==> config.mk <==
export PLATFORM = sky130hd
export DESIGN_NAME = instr_fetch_unit
export DESIGN_NICKNAME = d
export VERILOG_FILES = /design/src/rtl/fetch_pkg.sv /design/src/rtl/fetch_timer.sv /design/src/rtl/instr_fetch_unit.sv
export SDC_FILE = /design/constraint.sdc
export NUM_CORES = 1
export LEC_CHECK = 0
export BUFFER_PORTS_ARGS = -buffer_cell sky130_fd_sc_hd__buf_2
export CELL_PAD_IN_SITES_DETAIL_PLACEMENT = 1
export CELL_PAD_IN_SITES_GLOBAL_PLACEMENT = 1
export CORE_ASPECT_RATIO = 0.5
export CORE_UTILIZATION = 38
export CTS_CLUSTER_DIAMETER = 80
export DETAILED_ROUTE_END_ITERATION = 7
export GPL_ROUTABILITY_DRIVEN = 0
export PLACE_DENSITY_LB_ADDON = 0.05
export RECOVER_POWER = 25
export SLEW_MARGIN = 10
export SYNTH_ARGS = -nofsm -noshare
export SYNTH_HDL_FRONTEND = slang
export SYNTH_SLANG_ARGS = --single-unit
==> constraint.sdc <==
create_clock -name clk -period 2.9 [get_ports clk]
set_clock_uncertainty 0.2 [all_clocks]
set_input_delay 0.435 -clock clk [delete_from_list [all_inputs] [get_ports clk]]
set_output_delay 0.435 -clock clk [all_outputs]
set_load 0.01 [all_outputs]
==> src/rtl/fetch_pkg.sv <==
// Shared types and constants for the instruction fetch unit.
package fetch_pkg;

  localparam int ADDR_W_DEF  = 64;
  localparam int INSTR_W_DEF = 32;

  // Low PC bits that must be zero for a 4-byte aligned fetch.
  localparam logic [1:0] ALIGN_MASK = 2'b11;

  typedef enum logic [2:0] {
    IDLE    = 3'd0,
    REQ     = 3'd1,
    HOLD    = 3'd2,
    DISCARD = 3'd3,
    ERR     = 3'd4
  } fetch_state_t;

  function automatic logic pc_misaligned(input logic [1:0] pc_lsb);
    return |(pc_lsb & ALIGN_MASK);
  endfunction

endpackage

==> src/rtl/fetch_timer.sv <==
// Saturating wait counter for outstanding memory requests; expired marks the last
// cycle a request may still be acknowledged.
module fetch_timer #(
  parameter int TIMEOUT = 16
) (
  input  logic clk,
  input  logic reset,
  input  logic clr,
  input  logic inc,
  output logic expired
);

  localparam int TW = (TIMEOUT > 1) ? $clog2(TIMEOUT) : 1;
  localparam logic [TW-1:0] LAST = TW'(TIMEOUT - 1);

  logic [TW-1:0] count_reg;

  always_ff @(posedge clk or negedge reset) begin
    if (!reset) begin
      count_reg <= '0;
    end else if (clr) begin
      count_reg <= '0;
    end else if (inc && (count_reg != LAST)) begin
      count_reg <= count_reg + 1'b1;
    end
  end

  assign expired = (count_reg == LAST);

endmodule

==> src/rtl/instr_fetch_unit.sv <==
// Instruction fetch unit: runs the memory req/ack handshake for each accepted PC and
// presents {instruction, pc} to decode under valid/ready, with flush and timeout handling.
module instr_fetch_unit
  import fetch_pkg::*;
#(
  parameter int ADDR_W  = ADDR_W_DEF,
  parameter int INSTR_W = INSTR_W_DEF,
  parameter int TIMEOUT = 16
) (
  input  logic               clk,
  input  logic               reset,
  input  logic [ADDR_W-1:0]  pc_in,
  input  logic               pc_valid,
  output logic               fetch_stall,
  input  logic               flush,
  output logic               mem_req,
  output logic [ADDR_W-1:0]  mem_addr,
  input  logic               mem_ack,
  input  logic [INSTR_W-1:0] mem_rdata,
  output logic [INSTR_W-1:0] instr_out,
  output logic [ADDR_W-1:0]  instr_pc,
  output logic               instr_valid,
  input  logic               instr_ready,
  output logic               fetch_err
);

  fetch_state_t       state_reg, state_next;
  logic               mem_req_reg, mem_req_next;
  logic [ADDR_W-1:0]  mem_addr_reg, mem_addr_next;
  logic [INSTR_W-1:0] instr_out_reg, instr_out_next;
  logic [ADDR_W-1:0]  instr_pc_reg, instr_pc_next;
  logic               instr_valid_reg, instr_valid_next;
  logic               fetch_err_reg, fetch_err_next;

  logic accept;
  logic timer_clr, timer_inc, timer_expired;

  fetch_timer #(
    .TIMEOUT (TIMEOUT)
  ) u_timer (
    .clk     (clk),
    .reset   (reset),
    .clr     (timer_clr),
    .inc     (timer_inc),
    .expired (timer_expired)
  );

  // No mem_ack term here, so the PC source never sees a memory-to-stall path.
  assign accept = pc_valid && !flush &&
                  ((state_reg == IDLE) || ((state_reg == HOLD) && instr_ready));
  assign fetch_stall = pc_valid && !flush && !accept;

  always_ff @(posedge clk or negedge reset) begin
    if (!reset) begin
      state_reg       <= IDLE;
      mem_req_reg     <= 1'b0;
      mem_addr_reg    <= '0;
      instr_out_reg   <= '0;
      instr_pc_reg    <= '0;
      instr_valid_reg <= 1'b0;
      fetch_err_reg   <= 1'b0;
    end else begin
      state_reg       <= state_next;
      mem_req_reg     <= mem_req_next;
      mem_addr_reg    <= mem_addr_next;
      instr_out_reg   <= instr_out_next;
      instr_pc_reg    <= instr_pc_next;
      instr_valid_reg <= instr_valid_next;
      fetch_err_reg   <= fetch_err_next;
    end
  end

  always_comb begin
    state_next       = state_reg;
    mem_req_next     = mem_req_reg;
    mem_addr_next    = mem_addr_reg;
    instr_out_next   = instr_out_reg;
    instr_pc_next    = instr_pc_reg;
    instr_valid_next = instr_valid_reg;
    fetch_err_next   = fetch_err_reg;
    timer_clr        = 1'b0;
    timer_inc        = 1'b0;

    // A new fetch can start from IDLE or from HOLD once decode takes the current word.
    if (accept) begin
      if (pc_misaligned(pc_in[1:0])) begin
        state_next     = ERR;
        fetch_err_next = 1'b1;
        mem_req_next   = 1'b0;
      end else begin
        state_next    = REQ;
        mem_req_next  = 1'b1;
        mem_addr_next = pc_in;
        timer_clr     = 1'b1;
      end
    end

    unique case (state_reg)
      IDLE: begin
        if (flush) begin
          instr_valid_next = 1'b0;
        end
      end
      REQ: begin
        if (flush) begin
          if (mem_ack) begin
            state_next   = IDLE;
            mem_req_next = 1'b0;
          end else begin
            // The request cannot be retracted; wait out its ack and drop the data.
            state_next = DISCARD;
            timer_clr  = 1'b1;
          end
        end else if (mem_ack) begin
          state_next       = HOLD;
          mem_req_next     = 1'b0;
          instr_out_next   = mem_rdata;
          instr_pc_next    = mem_addr_reg;
          instr_valid_next = 1'b1;
        end else if (timer_expired) begin
          state_next     = ERR;
          mem_req_next   = 1'b0;
          fetch_err_next = 1'b1;
        end else begin
          timer_inc = 1'b1;
        end
      end
      HOLD: begin
        if (flush) begin
          state_next       = IDLE;
          instr_valid_next = 1'b0;
        end else if (instr_ready) begin
          instr_valid_next = 1'b0;
          if (!accept) begin
            state_next = IDLE;
          end
        end
      end
      DISCARD: begin
        if (mem_ack) begin
          state_next   = IDLE;
          mem_req_next = 1'b0;
        end else if (timer_expired) begin
          state_next     = ERR;
          mem_req_next   = 1'b0;
          fetch_err_next = 1'b1;
        end else begin
          timer_inc = 1'b1;
        end
      end
      ERR: begin
        mem_req_next     = 1'b0;
        instr_valid_next = 1'b0;
        if (flush) begin
          state_next     = IDLE;
          fetch_err_next = 1'b0;
        end
      end
      default: begin
        state_next       = IDLE;
        mem_req_next     = 1'b0;
        instr_valid_next = 1'b0;
      end
    endcase
  end

  assign mem_req     = mem_req_reg;
  assign mem_addr    = mem_addr_reg;
  assign instr_out   = instr_out_reg;
  assign instr_pc    = instr_pc_reg;
  assign instr_valid = instr_valid_reg;
  assign fetch_err   = fetch_err_reg;

endmodule

Yosys cells after proc, flatten, opt, wreduce, memory -nomap -nowiden
Index checks and enable logic that the tools add are counted.
Widths: inputs -> output; s select.
- $add $sub $neg: 1
- bitwise gates (word level): 3
- reductions and logical operators: 15
- muxes and demuxes: 42
- equality and inequality tests: 10
- operators by type and width (kind ; count):
    $mux 3 ; 10
    $mux 1 ; 24
    $pmux 3 s5 ; 1
    $mux 4 ; 2
    $eq 3x2->1 const B ; 2
    $ne 2x2->1 const B ; 3
    $pmux 1 s3 ; 2
    $logic_and 1x1->1 ; 5
    $reduce_and 5->1 ; 1
    $add 4x1->4 const B ; 1
    $eq 4x4->1 const B ; 1
    $ne 4x4->1 const B ; 1
    $pmux 1 s4 ; 1
    $reduce_or 2->1 ; 2
    $eq 3x1->1 const B ; 1
    $eq 3x3->1 const B ; 1
    $logic_not 3->1 ; 1
    $ne 3x3->1 const B ; 1
    $not 1->1 ; 3
    $reduce_and 3->1 ; 1
    $logic_not 1->1 ; 2
    $mux 2 ; 1
    $pmux 1 s2 ; 1
    $reduce_and 2->1 ; 1
    other kinds (2) ; 2
- register bits: 170
- word-level logic and storage cells: 79

Longest topological paths before layout
- word-level depth: 9
- gate-level depth with buffers: 6

Cells and area by module
From an unflattened synthesis, not the netlist that was laid out.
- cell total of the unflattened synthesis: 406
- area, all modules: 6827.8 sq um
- by module, submodules not included (module ; cells each ; times used ; area an instance (sq um) ; seq. area each (sq um)):
    instr_fetch_unit ; 386 ; 1 ; 6598.8 ; 4154.0
    fetch_timer ; 20 ; 1 ; 229.0 ; 100.1

Least setup slack after synthesis
No wires, ideal clock.
- path kind: reg-to-reg
- start point: register state_reg[0]
- end point: register mem_addr_reg[38] (netlist: mem_addr[38])
- stages on the path, launching flop included: 7
- setup slack: 0.768 ns
- arrival time: 1.807 ns
- library setup time: 0.125 ns
- cell sequence: dfrtp_1 or2_1 or4b_1 clkbuf_1 buf_6 buf_6 mux2_4
- word-level cells in the longest chain between the ends: 5
- RTL lines (element ; line ; text):
    from (decl) ; instr_fetch_unit.sv:27 ; fetch_state_t state_reg, state_next;
    from (signal assigned) ; instr_fetch_unit.sv:63 ; state_reg <= state_next;
    $eq 3x2->1 ; instr_fetch_unit.sv:50 ; ((state_reg == IDLE) || ((state_reg == HOLD) && instr_ready));
    $logic_and 1x1->1 ; instr_fetch_unit.sv:50 ;
    $logic_or 1x1->1 (*) ; instr_fetch_unit.sv:50 ;
    $logic_and 1x1->1 (*) ; instr_fetch_unit.sv:49 ; assign accept = pc_valid && !flush &&
    $reduce_and 2->1 (no source line) (*) ; -- ;
    to (signal assigned) ; instr_fetch_unit.sv:65 ; mem_addr_reg <= mem_addr_next;
    to (decl) ; instr_fetch_unit.sv:29 ; logic [ADDR_W-1:0] mem_addr_reg, mem_addr_next;
Mark *: on every way between the ends. The rest lies on a longest branch, timed or not.
A chain may end at the register's enable or synchronous reset.

Final worst setup path
- start point: register state_reg[0]
- end point: register mem_addr_reg[44] (netlist: mem_addr[44])
Same word-level chain as after synthesis.

==> results_tabular.tex <==
\begin{tabular}{lr}
\hline
Metric & Value \\
\hline
\multicolumn{2}{l}{\textbf{Clocking}} \\
\quad CTS buffer count & 17 \\
\quad Clock input transition at the sequential cells of the worst setup and hold paths & around 0.07 ns \\
\quad CTS tree & done \\
\quad Level count of the clock H-tree & 4 \\
\quad Max Root-Sink Buffers & 2 \\
\quad Total setup buffers inserted after CTS & 0 \\
\quad Sink count of the clock tree & 170 \\
\quad Number of resized instances in the post-cts repair step & 0 \\
\quad Root buf cell & clkbuf\_16 \\
\quad Later-pin clock latency in the skew report & about 0.42 ns \\
\multicolumn{2}{l}{\textbf{Power}} \\
\quad Combinational share of power & 25.6\% \\
\quad Switching power share of the total & between 20\% and 30\% \\
\quad Power density cells & just over 900 nW/um\^{}2 \\
\quad Leakage dissipation & $\sim$4.7 nW \\
\quad Part of the power in the clock network & between 30 and 40\% \\
\quad VDD IR max & 0.411 mV \\
\quad Total Power Consumption & just over 8 mW \\
\quad Total internal power & around 5.8 mW \\
\quad Share of total power in sequential cells & between 40\% and 50\% \\
\quad Switching power summed over all nets & around 2.3 mW \\
\multicolumn{2}{l}{\textbf{Placed design}} \\
\quad Buffers on Ports & around 270 \\
\quad Area post-placement & about 8200 um\^{}2 \\
\quad Detailed placement HPWL & approximately 11 mm \\
\quad Worst setup slack after placement & between 0.3 and 0.4 ns \\
\multicolumn{2}{l}{\textbf{Synthesis}} \\
\quad Cell type with the highest aggregate area in the netlist & dfrtp\_1 \\
\quad Area of the mapped netlist & between 6000 and 7000 um\^{}2 \\
\quad Adder-cell share of the synthesized area & 0.191\% \\
\quad Post-synthesis async set-or-reset flop share & 100\% \\
\quad Synth Register Bits & 170 \\
\quad Area fraction in compound gates after synthesis & 2.02\% \\
\quad Share of synthesized area occupied by flip-flops and latches & approximately 65\% \\
\quad Xor and xnor fraction of the mapped netlist area & less than 1\% \\
\quad Number of instances in the synthesized netlist & about 410 \\
\quad Post-synth top flop & dfrtp\_1 \\
\quad Synthesized area divided by synthesized cell count & 16.2 um\^{}2 \\
\quad Dominant combinational cell family by area after synthesis & multiplexers \\
\quad Area share of the largest cell type after synthesis & between 60\% and 70\% \\
\quad Synth unique cells & 36 \\
\quad Most numerous cell types in the synthesized netlist & dfrtp\_1, mux2\_2, mux2\_4 \\
\quad Dominant cell by count in the synthesized netlist & dfrtp\_1 \\
\quad Syn\_nets & roughly 500 \\
\quad Most area-consuming cells after synthesis & dfrtp\_1, mux2\_2, mux2\_4, mux2\_1, buf\_6 \\
\quad Count of flip-flops with a built-in enable after synthesis & 0 \\
\quad Mux cell area share after synthesis & $\sim$28\% \\
\quad Synth Area in Simple Gates & $\sim$2.4\% \\
\quad YS warnings & 0 \\
\multicolumn{2}{l}{\textbf{Timing}} \\
\quad Post-route fraction of the period consumed by the critical path & between 80\% and 90\% \\
\quad Post-layout minimum cycle time & roughly 2.5 ns \\
\quad Post-route worst hold slack & approximately 0.025 ns \\
\quad Slew Limit Headroom & -3.11\% \\
\quad Least setup slack across all paths after layout & between 0.3 and 0.4 ns \\
\quad Setup TNS Final & 0 ns \\
\quad Maximum frequency from static timing analysis & about 400 MHz \\
\quad \# setup viols final & 0 \\
\quad RSZ-0062 raised after global routing & false \\
\quad Tightest Pin Transition & 1.55 ns \\
\quad Slew Limit Fails & just under 60 \\
\quad Hold violation count in the final report & 0 \\
\multicolumn{2}{l}{\textbf{Floorplan}} \\
\quad Die Width & roughly 190 um \\
\quad Die Area & approximately 18000 um\^{}2 \\
\quad Starting density of the core & around two fifths \\
\quad Die height & 94.9 um \\
\quad CORE AREA & around 17000 um\^{}2 \\
\quad Number of ports placed on the die boundary & around 270 \\
\quad \# rows & 33 \\
\multicolumn{2}{l}{\textbf{Finish}} \\
\quad Area used by sequential logic in the layout & 4250 um\^{}2 \\
\quad Filler cell count & 1747 \\
\quad Net count of the finished layout & 781 \\
\quad Final instance area & 8840 um\^{}2 \\
\quad Ratio of cells with drive above 1 in the final layout & $\sim$65\% \\
\quad Signed area change from the synthesized netlist to the final layout & 34.8\% \\
\quad Number of antenna cells inserted & 0 \\
\quad Area taken by multi-input logic gates & 2190 um\^{}2 \\
\multicolumn{2}{l}{\textbf{Outcome}} \\
\quad Outcome & complete, but fails checks \\
\quad Failing checks & max-capacitance violations, max-slew violations \\
\multicolumn{2}{l}{\textbf{Routing}} \\
\quad Average detailed-routed wire length per instance & between 15 and 20 um \\
\quad Number of DRC violations after detailed routing & 0 \\
\quad Iteration-0 DRC count of the detailed router & 119 \\
\quad Number of vias after detailed routing & 4344 \\
\quad Number of detailed-route iterations in the first pass & 4 \\
\quad Ratio of routed vias to standard cells & between 4 and 5 \\
\quad Antenna-violating nets left & 0 \\
\quad Total wire length after detailed routing & approximately 16 mm \\
\multicolumn{2}{l}{\textbf{GRT}} \\
\quad Via count of the first global-routing pass & 4599 \\
\quad Global-route wire length before repair & $\sim$25 mm \\
\quad Global-route congestion overflow total & 0 \\
\quad Largest net degree at the start of global routing & 60 \\
\quad Global router's overall resource usage & a little under a fifth \\
\quad Initial antenna violation count & 1 \\
\multicolumn{2}{l}{\textbf{Worst setup path}} \\
\quad Endpoint type of the worst setup path & flop \\
\quad CP arrival & 2.62 ns \\
\quad Critical Path RT & around 3.0 ns \\
\quad Category of the most critical setup path & reg -> reg \\
\quad CP Max Fanout & 22 \\
\quad Startpoint Class & flop \\
\multicolumn{2}{l}{\textbf{Run}} \\
\quad Max Cap Viol & 1 \\
\multicolumn{2}{l}{\textbf{Worst hold path}} \\
\quad Class of the tightest hold or removal check & in -> reg \\
\hline
\end{tabular}
## cells by family (layout without fill, tap and decap cells)
| kind of cell | count (synthesis) | count (layout) |
|---|---|---|
| compound gates | 19 | 19 |
| xor+xnor | 1 | 1 |
| fa+ha+maj | 1 | 1 |
| buf+inv | 24 | 310 |
| flops | 170 | 170 |
| mux | 159 | 159 |
| simple gates | 31 | 31 |
## placed cells by master (no fill, tap or decap), types with 2 or more instances in the layout
cell type,count
buf_2,262
nand2b_1,2
inv_1,4
mux2_2,128
or3_1,2
clkbuf_16,17
a221oi_1,3
a21oi_1,3
nor2b_1,2
mux2_1,10
mux2_4,20
a31oi_1,2
a22oi_1,2
nor2_1,10
bufinv_16,5
clkbuf_8,2
dfrtp_1,170
o21ai_0,2
clkinv_4,2
buf_4,3
nand3_1,5
buf_12,4
and2_1,2
nor3_1,2
clkbuf_1,5
## worst max-delay path, cell delays in order (launching register included)
cell,delay [ns]
dfrtp_1,0.52
or2_1,0.30
or4b_4,0.77
buf_4,0.30
mux2_4,0.31
## layer usage
metal,part of all wire (%),global-route usage [%],vias up,wire length [um]
met1,43,22.8,2192,6940
met2,47,29.5,151,7520
li1,-,-,1980,-
met4,1.2,6.44,2,189
met5,0.11,0,-,17
met3,8.2,7.66,19,1300
## worst paths after layout
check / start / to / slack (ns) / cells past startpoint
min in group asynchronous: reset / instr_pc[15] / 0.70 / 2
hold / removal: pc_in[2] / mem_addr[2] / 0.02 / 2
max in group asynchronous: reset / instr_out[23] / 0.53 / 3
setup reg to reg: state_reg[0] / mem_addr[44] / 0.38 / 4
hold reg to reg: instr_pc[50] / instr_pc[50] / 0.30 / 1
setup / recovery: state_reg[0] / mem_addr[44] / 0.38 / 4
## through the flow
stage | utilization [%] | instances
2_1_floorplan | - | 405
3_3_place_gp | 49.3 | 885
3_5_place_dp | 49.3 | 885
4_1_cts | 53.3 | 918
5_1_grt | 53.1 | 918
6_report | 53.1 | 918
## cell type report
type	count	share of cell area, %
Clock inverter	10	2.14
Sequential cell	170	48.1
Tap cell	227	3.21
Multi-Input combinational cell	211	24.8
Clock buffer	22	5.25
Timing Repair Buffer	274	16.4
Inverter	4	0.170
## power by group through the flow
stage,Combinational (mW),Sequential [mW],Clock (mW)
2_1_floorplan,0.716,3.84,0
3_3_place_gp,2.06,3.50,0
3_5_place_dp,2.10,3.54,0
4_1_cts,2.11,3.51,2.58
5_1_grt,2.24,3.61,2.66
6_report,2.06,3.50,2.51
## repair_timing
action,CTS,global route
hold buffers,1,0
hold endpoints to repair,57,0
setup endpoints to repair,0,0
Note: power is estimated with default switching activity, not from simulation.
